File: config.mk
export PLATFORM = sky130hd
export DESIGN_NAME = aes_mc_serial_forward
export DESIGN_NICKNAME = d
export VERILOG_FILES = /design/src/rtl/aes_mc_serial_forward.sv
export SDC_FILE = /design/constraint.sdc
export NUM_CORES = 1
export LEC_CHECK = 0
export CAP_MARGIN = 20
export CORE_UTILIZATION = 42
export CTS_CLUSTER_DIAMETER = 100
export DETAILED_ROUTE_END_ITERATION = 8
export HOLD_SLACK_MARGIN = 0.03
export PLACE_DENSITY = 0.79
export SLEW_MARGIN = 20
export SYNTH_ARGS = -nofsm -noshare
export SYNTH_HDL_FRONTEND = slang
export SYNTH_SLANG_ARGS = --single-unit
File: constraint.sdc
create_clock -name clk -period 2.3 [get_ports clk]
set_input_delay 0.46 -clock clk [delete_from_list [all_inputs] [get_ports clk]]
set_output_delay 0.46 -clock clk [all_outputs]
set_load 0.02 [all_outputs]
File: src/rtl/aes_mc_serial_forward.sv
// aes_mc_serial_forward
// Forward AES MixColumns over a 128-bit state. The block processes COLS_PER_CYCLE
// columns per busy cycle through combinational single-column multipliers.
// It uses valid/ready handshakes on both the input and output sides.
// Column c = data[32*c +: 32]; row r of a column = bits [8*r +: 8].
// Optional macro AES_MC_INV_EN adds an 'inv' input.
// 'inv' is latched per block and selects the inverse MixColumns coefficients.
module aes_mc_serial_forward #(
  parameter int COLS_PER_CYCLE = 1
) (
  input  logic         clk,
  input  logic         rst_n,
  input  logic         in_valid,
  output logic         in_ready,
  input  logic [127:0] in_data,
`ifdef AES_MC_INV_EN
  input  logic         inv,
`endif
  output logic         out_valid,
  input  logic         out_ready,
  output logic [127:0] out_data
);

  localparam int         NB       = 4 / COLS_PER_CYCLE;
  localparam logic [1:0] LAST_GRP = 2'(NB - 1);

  if (!(COLS_PER_CYCLE == 1 || COLS_PER_CYCLE == 2 || COLS_PER_CYCLE == 4)) begin : g_bad_cpc
    $error("aes_mc_serial_forward: COLS_PER_CYCLE must be 1, 2 or 4");
  end

  typedef enum logic [1:0] {
    ST_IDLE,
    ST_BUSY,
    ST_DONE
  } state_e;

  state_e        st_q, st_d;
  logic [1:0]    cnt_q, cnt_d;
  logic [127:0]  data_q, data_d;
  logic          ready_raw;
  logic          load;

  // GF(2^8) multiply by 02 with the AES reduction polynomial.
  function automatic logic [7:0] xtime(input logic [7:0] x);
    return {x[6:0], 1'b0} ^ (x[7] ? 8'h1b : 8'h00);
  endfunction

  // One forward MixColumns column: rows use 02/03/01/01 rotated by row index.
  function automatic logic [31:0] fwd_mix(input logic [31:0] c);
    logic [7:0] a0, a1, a2, a3, d0, d1, d2, d3;
    a0 = c[7:0];
    a1 = c[15:8];
    a2 = c[23:16];
    a3 = c[31:24];
    d0 = xtime(a0);
    d1 = xtime(a1);
    d2 = xtime(a2);
    d3 = xtime(a3);
    return {(d0 ^ a0) ^ a1 ^ a2 ^ d3,
            a0 ^ a1 ^ d2 ^ (d3 ^ a3),
            a0 ^ d1 ^ (d2 ^ a2) ^ a3,
            d0 ^ (d1 ^ a1) ^ a2 ^ a3};
  endfunction

`ifdef AES_MC_INV_EN
  logic mode_q, mode_d;

  // One inverse MixColumns column: rows use 0E/0B/0D/09 rotated by row index.
  function automatic logic [31:0] inv_mix(input logic [31:0] c);
    logic [7:0] a [4];
    logic [7:0] m9 [4];
    logic [7:0] mb [4];
    logic [7:0] md [4];
    logic [7:0] me [4];
    logic [7:0] x2, x4, x8;
    for (int k = 0; k < 4; k++) begin
      a[k]  = c[8*k +: 8];
      x2    = xtime(a[k]);
      x4    = xtime(x2);
      x8    = xtime(x4);
      m9[k] = x8 ^ a[k];
      mb[k] = x8 ^ x2 ^ a[k];
      md[k] = x8 ^ x4 ^ a[k];
      me[k] = x8 ^ x4 ^ x2;
    end
    return {mb[0] ^ md[1] ^ m9[2] ^ me[3],
            md[0] ^ m9[1] ^ me[2] ^ mb[3],
            m9[0] ^ me[1] ^ mb[2] ^ md[3],
            me[0] ^ mb[1] ^ md[2] ^ m9[3]};
  endfunction

  // Column transform selected by the per-block mode flag.
  function automatic logic [31:0] lane_mix(input logic [31:0] c, input logic inv_sel);
    return inv_sel ? inv_mix(c) : fwd_mix(c);
  endfunction
`endif

  // Next-state, datapath update and handshake outputs.
  always_comb begin
    // NOTE: every signal gets a default before the case so no path leaves it unassigned (no latches).
    st_d      = st_q;
    cnt_d     = cnt_q;
    data_d    = data_q;
    ready_raw = 1'b0;
    out_valid = 1'b0;
    load      = 1'b0;
`ifdef AES_MC_INV_EN
    mode_d    = mode_q;
`endif
    unique case (st_q)
      ST_IDLE: begin
        ready_raw = 1'b1;
        if (in_valid) begin
          load = 1'b1;
          st_d = ST_BUSY;
        end
      end
      ST_BUSY: begin
        // Replace this cycle's group of columns in place; earlier groups are left untouched.
        for (int g = 0; g < COLS_PER_CYCLE; g++) begin
          int col;
          col = int'(cnt_q) * COLS_PER_CYCLE + g;
`ifdef AES_MC_INV_EN
          data_d[32*col +: 32] = lane_mix(data_q[32*col +: 32], mode_q);
`else
          data_d[32*col +: 32] = fwd_mix(data_q[32*col +: 32]);
`endif
        end
        if (cnt_q == LAST_GRP) begin
          cnt_d = 2'd0;
          st_d  = ST_DONE;
        end else begin
          cnt_d = cnt_q + 2'd1;
        end
      end
      ST_DONE: begin
        out_valid = 1'b1;
        ready_raw = out_ready;
        if (out_ready) begin
          if (in_valid) begin
            load = 1'b1;
            st_d = ST_BUSY;
          end else begin
            st_d = ST_IDLE;
          end
        end
      end
      default: st_d = ST_IDLE;
    endcase

    if (load) begin
      data_d = in_data;
      cnt_d  = 2'd0;
`ifdef AES_MC_INV_EN
      mode_d = inv;
`endif
    end
  end

  // Keep in_ready low while reset is held; it rises as soon as reset is released in IDLE.
  assign in_ready = ready_raw & rst_n;
  assign out_data = data_q;

  // FSM, group counter and state register.
  always_ff @(posedge clk or negedge rst_n) begin
    if (!rst_n) begin
      st_q   <= ST_IDLE;
      cnt_q  <= 2'd0;
      // NOTE: the state register is reset too, so out_data reads zero during reset and a partial block is discarded.
      data_q <= '0;
    end else begin
      // NOTE: non-blocking assignments keep all registers updating from the same pre-edge values.
      st_q   <= st_d;
      cnt_q  <= cnt_d;
      data_q <= data_d;
    end
  end

`ifdef AES_MC_INV_EN
  // Per-block transform direction, captured at the input handshake.
  always_ff @(posedge clk or negedge rst_n) begin
    if (!rst_n) begin
      mode_q <= 1'b0;
    end else begin
      mode_q <= mode_d;
    end
  end
`endif

endmodule

==> impl_metrics.py, run 1 <==
metrics = {
    "outcome": {
        "status": "finished, violations left",
        "violations": "negative setup slack",
    },
    "global_route": {
        "grt_max_degree": 133,
        "grt_pass1_wl_um": 40000,
        "grt_use_total": 0.297,
        "antenna_found_initial": 0,
        "grt-ovfl-total": 0,
        "grt_pass1_vias": 7002,
    },
    "detailed_routing": {
        "wl_per_cell_um": 24.6,
        "vias_per_cell": 6.11,
        "antenna_left": 0,
        "first_iter_violations": 570,
        "vias": 6979,
        "dr.pass1.iters": 6,
        "wl_um": 28100,
        "drcViolationCount": 0,
    },
    "sta": {
        "final_max_slew_viol_count": 0,
        "fin_crit_sh": 1.07,
        "period_needed_ps": 2460,
        "layout_setup_ws_ps": -157,
        "setup_viol": 118,
        "slew_headroom": 0.468,
        "whs_ps": 61.9,
        "finalSetupTns_ps": -9310,
        "tightest_slew_ps": 799,
        "fmax_mhz": 407,
        "grt_setup_unrepaired": "true",
        "hold_viol": 0,
        "finClkSkew_ps": 10.1,
    },
    "layout": {
        "syn_to_final_growth_pct": 62.5,
        "fillers": 1178,
        "antenna_cells": 0,
        "nNetsFinal": 1041,
        "final_layout_size_suffix_gt1_frac": 0.290,
    },
    "place": {
        "dp_slack_ps": -117,
        "portBuffers": 261,
        "gp_congestion": 0.913,
        "hpwlAfterDp_um": 19100,
    },
    "synth": {
        "synth_area_leaders": "dfrtp_1 (44%), a22oi_1 (13%), mux4_2 (9.0%)",
        "netlist_instances": 576,
        "netlist_area_sq_um": 7510,
        "synth-seq-area-share": 0.440,
        "ys_types": 34,
        "synth-warning-count": 0,
        "synth_top_area_share": 0.440,
        "synth.avg_cell_area_sq_um": 13.0,
        "synthArstFlopShare": 1.00,
        "ys_ff_latch": 132,
        "synth_nets": 712,
        "ys.flop_type": "dfrtp_1",
        "synth-edff-count": 0,
        "synth_top_cell_by_area": "dfrtp_1",
    },
    "clocking": {
        "cts_sinks": 132,
        "root_buffer": "clkbuf_16",
        "clk_latency_ps": 430,
        "numCtsBuffers": 17,
        "htreeDepth": 4,
        "cts_tree": "built",
        "cts_buffer_depth": 2,
        "path_clk_slew_ps": 60,
    },
    "floorplanning": {
        "row_count": 48,
        "core_area_sq_um": 17400,
        "initial_core_util": 0.433,
        "dieArea_sq_um": 18400,
        "die_x_um": 136,
        "die_h_um": 136,
        "num_io_pins": 262,
    },
    "critical_path": {
        "cp_max_fo": 5,
        "criticalPathCategory": "reg -> reg",
        "start_kind": "register",
        "critPathArrivalTime_ps": 2760,
        "cp-end-kind": "register",
        "crit_required_ps": 2610,
    },
    "flow_run": {
        "drv_cap": 0,
    },
    "min_path": {
        "hp-class": "in -> async",
    },
}
## worst max-delay path, cell delays in order, from the launching register on
cell     delay [ps]
dfrtp_2         440
buf_12          150
buf_12          140
mux4_2          570
buf_4           170
xnor3_1         380
xnor2_1         230
buf_4           190
o21ai_1          60
## worst paths after layout
kind / startpoint / end / slack (ps) / cells past startpoint
worst max-delay path: cnt_q[0]$_DFFE_PN0P_ / out_data[10]$_DFFE_PN0P_ / -160 / 8
worst min-delay path: rst_n / out_data[66]$_DFFE_PN0P_ / 60 / 2
worst max register to register: cnt_q[0]$_DFFE_PN0P_ / out_data[10]$_DFFE_PN0P_ / -160 / 8
worst min register to register: out_data[6]$_DFFE_PN0P_ / out_data[6]$_DFFE_PN0P_ / 530 / 2
max in group asynchronous: rst_n / out_data[26]$_DFFE_PN0P_ / 1570 / 2
min in group clk: out_data[6]$_DFFE_PN0P_ / out_data[6]$_DFFE_PN0P_ / 530 / 2
## through the flow
stage / cell area, sq um / std cells / utilization
after floorplan: 7510 / 576 / -
after global placement: 10800 / 1074 / 0.621
after detailed placement: 10800 / 1074 / 0.621
after CTS: 11600 / 1119 / 0.668
after global routing: 12200 / 1143 / 0.703
final: 12200 / 1143 / 0.703
## final cells by class
cell class                      count  area [sq um]  area share
Clock buffer                       22           454      0.0372
Clock inverter                     10           108     0.00882
Inverter                            3          11.3    0.000923
Multi-Input combinational cell    392          4420       0.362
Sequential cell                   132          3310       0.271
Tap cell                          225           282      0.0231
Timing Repair Buffer              359          3620       0.297
## registers in the layout, summed over array words and instances (netlist names)
name / cells
out_data: 128
st_q: 2
cnt_q: 2
## what timing repair did
| item | CTS | global route |
|---|---|---|
| endpoints found under the hold margin | 0 | 0 |
| cloned | 0 | 1 |
| setup buffers | 13 | 25 |
| setup endpoints to repair | 115 | 126 |
| gates resized for setup | 63 | 122 |
| hold buffers | 0 | 0 |
| pin swaps | 23 | 64 |
## cell usage after synthesis (7+ instances only)
master    instances
o21ai_0          68
o21ai_1          60
mux4_2           30
a22oi_1         128
xnor3_1          30
xnor2_1          12
xor3_1           10
xor2_1            8
dfrtp_1         132
xnor2_4           7
clkbuf_1         39
## metal layers
metal,GRT usage,wire length (um),share of wire,vias to the layer above
met5,0,0,0,-
met2,0.486,13900,0.49,450
met3,0.0546,2330,0.083,51
li1,-,-,-,2935
met4,0.111,586,0.021,0
met1,0.395,11300,0.40,3543
## cells by family after synthesis
logic type	Yosys count	synth area share
muxes	32	0.0970
AOI/OAI and AO/OA	264	0.221
xor gates and xnor gates	74	0.188
adders and majority gates	4	0.00667
buffers and inverters	52	0.0342
and+or+nand+nor	18	0.0133
DFF	132	0.440
## cells in the final DEF, fill, tap and decap left out, types with 18 or more instances in the layout
| cell | count |
|---|---|
| clkdlybuf4s50_1 | 259 |
| dfrtp_1 | 130 |
| a22oi_1 | 128 |
| o21ai_1 | 73 |
| buf_4 | 62 |
| o21ai_2 | 50 |
| mux4_2 | 32 |
| buf_6 | 22 |
| xnor3_2 | 19 |
| clkbuf_16 | 18 |
Power of run 1 is left out: the tool's default activity adds up to more than one toggle a clock period on the data nets, which glitch-free logic cannot reach.
==> run 2, diff against run 1 <==
- GPL_ROUTABILITY_DRIVEN: default -> 0
==> results of run 2 <==
No change in the layout: final DEF, timing and power equal those of run 1.
Power of run 2 is left out for the same reason.
==> run 3, diff against run 2 <==
- SKIP_LAST_GASP: default -> 1
==> run 3 against run 2 <==
The run still ends with negative setup slack left. Critical path depth is 2 lower. Flip-flop and latch count did not move. Cell count about the same. Utilization decreased by 0.25 points. Clock skew is 1.6 ps lower. Via count grew 0.64%. Die area unchanged. Count of clock-buffer cells in the layout did not move. Global-route usage about the same. Sequential share of layout area is 0.098 points higher.
==> impl_metrics.py, run 3 (synthesis results as in run 1) <==
metrics = {
    "detailed_routing": {
        "vias": 7024,
        "drcViolationCount": 0,
        "first_iter_violations": 565,
        "vias_per_cell": 6.14,
        "wl_um": 28100,
        "wl_per_cell_um": 24.6,
        "antenna_left": 0,
        "dr.pass1.iters": 6,
    },
    "global_route": {
        "grt_max_degree": 133,
        "antenna_found_initial": 0,
        "use_met2": 0.486,
        "met1_usage": 0.395,
        "grt-ovfl-total": 0,
        "grt_pass1_wl_um": 40000,
        "grt_use_total": 0.297,
        "grt_pass1_vias": 7002,
        "top_usage_layer": "met2",
        "grt.met3_usage": 0.0546,
    },
    "clocking": {
        "numCtsBuffers": 17,
        "path_clk_slew_ps": 60,
        "cts_tree": "built",
        "clk_latency_ps": 430,
        "htreeDepth": 4,
        "cts_sinks": 132,
        "cts-hold-fix-buffers": 0,
        "cts_buffer_depth": 2,
        "root_buffer": "clkbuf_16",
    },
    "sta": {
        "layout_setup_ws_ps": -180,
        "tightest_slew_ps": 711,
        "setup_viol": 115,
        "period_needed_ps": 2480,
        "fin_crit_sh": 1.08,
        "fmax_mhz": 403,
        "grt_setup_unrepaired": "true",
        "slew_headroom": 0.526,
        "hold_viol": 0,
        "whs_ps": 121,
        "final_max_slew_viol_count": 0,
        "finClkSkew_ps": 8.49,
    },
    "layout": {
        "nNetsFinal": 1042,
        "antenna_cells": 0,
        "mostFrequentLayoutCell": "clkdlybuf4s50_1",
        "largest_register_ffs": 128,
        "fin_area_sq_um": 12200,
        "syn_to_final_growth_pct": 61.9,
        "final_cell_count_no_fill": 1144,
        "layout_common_cells": "clkdlybuf4s50_1 (259), dfrtp_1 (130), a22oi_1 (128), o21ai_1 (72), buf_4 (64)",
        "final_layout_size_suffix_gt1_frac": 0.284,
        "fillers": 1168,
    },
    "critical_path": {
        "critPathArrivalTime_ps": 2830,
        "crit_required_ps": 2650,
        "cp-end-kind": "register",
        "start_kind": "register",
        "cp_max_fo": 10,
        "criticalPathCategory": "reg -> reg",
    },
    "place": {
        "dp.cells": 1074,
        "hpwlAfterDp_um": 19100,
        "portBuffers": 261,
        "dp_slack_ps": -117,
        "dpl_cell_area_sq_um": 10800,
    },
    "floorplanning": {
        "row_count": 48,
        "initial_core_util": 0.433,
        "dieArea_sq_um": 18400,
        "die_x_um": 136,
        "num_io_pins": 262,
        "die_h_um": 136,
        "core_area_sq_um": 17400,
    },
    "outcome": {
        "violations": "negative setup slack",
        "status": "finished, violations left",
    },
    "min_path": {
        "hp-class": "in -> async",
    },
    "flow_run": {
        "drv_cap": 0,
    },
}
-- run 3: changes by cell type in the layout (fill, tap and decap cells not counted), sizes merged --
cell,change
buf,+2
clkbuf,-1
-- run 3: final timing paths --
check / from / to / slack (ps) / cells after the start
min in group clk: out_data[39]$_DFFE_PN0P_ / out_data[39]$_DFFE_PN0P_ / 530 / 2
min reg2reg: out_data[39]$_DFFE_PN0P_ / out_data[39]$_DFFE_PN0P_ / 530 / 2
max: cnt_q[0]$_DFFE_PN0P_ / out_data[59]$_DFFE_PN0P_ / -180 / 6
max in group asynchronous: rst_n / out_data[49]$_DFFE_PN0P_ / 1640 / 2
min: rst_n / out_data[66]$_DFFE_PN0P_ / 120 / 2
max reg2reg: cnt_q[0]$_DFFE_PN0P_ / out_data[59]$_DFFE_PN0P_ / -180 / 6
-- run 3: critical path: stages (launching register included) --
cell	delay, ps
dfrtp_2	400
buf_6	130
buf_12	150
mux4_2	560
xor3_1	460
xnor3_2	520
o21ai_2	170
-- run 3: area by class of cell --
cell class                      instances  area (sq um)  area share
Timing Repair Buffer                  360          3600       0.297
Clock inverter                         10           108     0.00885
Sequential cell                       132          3310       0.272
Tap cell                              225           282      0.0232
Clock buffer                           22           454      0.0374
Multi-Input combinational cell        392          4390       0.361
Inverter                                3          11.3    0.000926
-- run 3: what timing repair did --
action | CTS | global route
setup buffers | 13 | 28
gates resized for setup | 48 | 124
gates cloned | 0 | 0
endpoints found under the setup margin | 115 | 126
pin swaps | 23 | 56
-- run 3: per-stage QoR --
stage	TNS, ps	utilization
2_1_floorplan	0	-
3_3_place_gp	-2300	0.621
3_5_place_dp	-6090	0.621
4_1_cts	-1880	0.667
5_1_grt	-15400	0.700
6_report	-7460	0.700
-- run 3: metal layers --
metal / wire length [um] / part of all wire
met5: 0 / 0
met4: 865 / 0.031
met2: 13700 / 0.49
met1: 11000 / 0.39
met3: 2610 / 0.093
Power of run 3 is left out for the same reason.
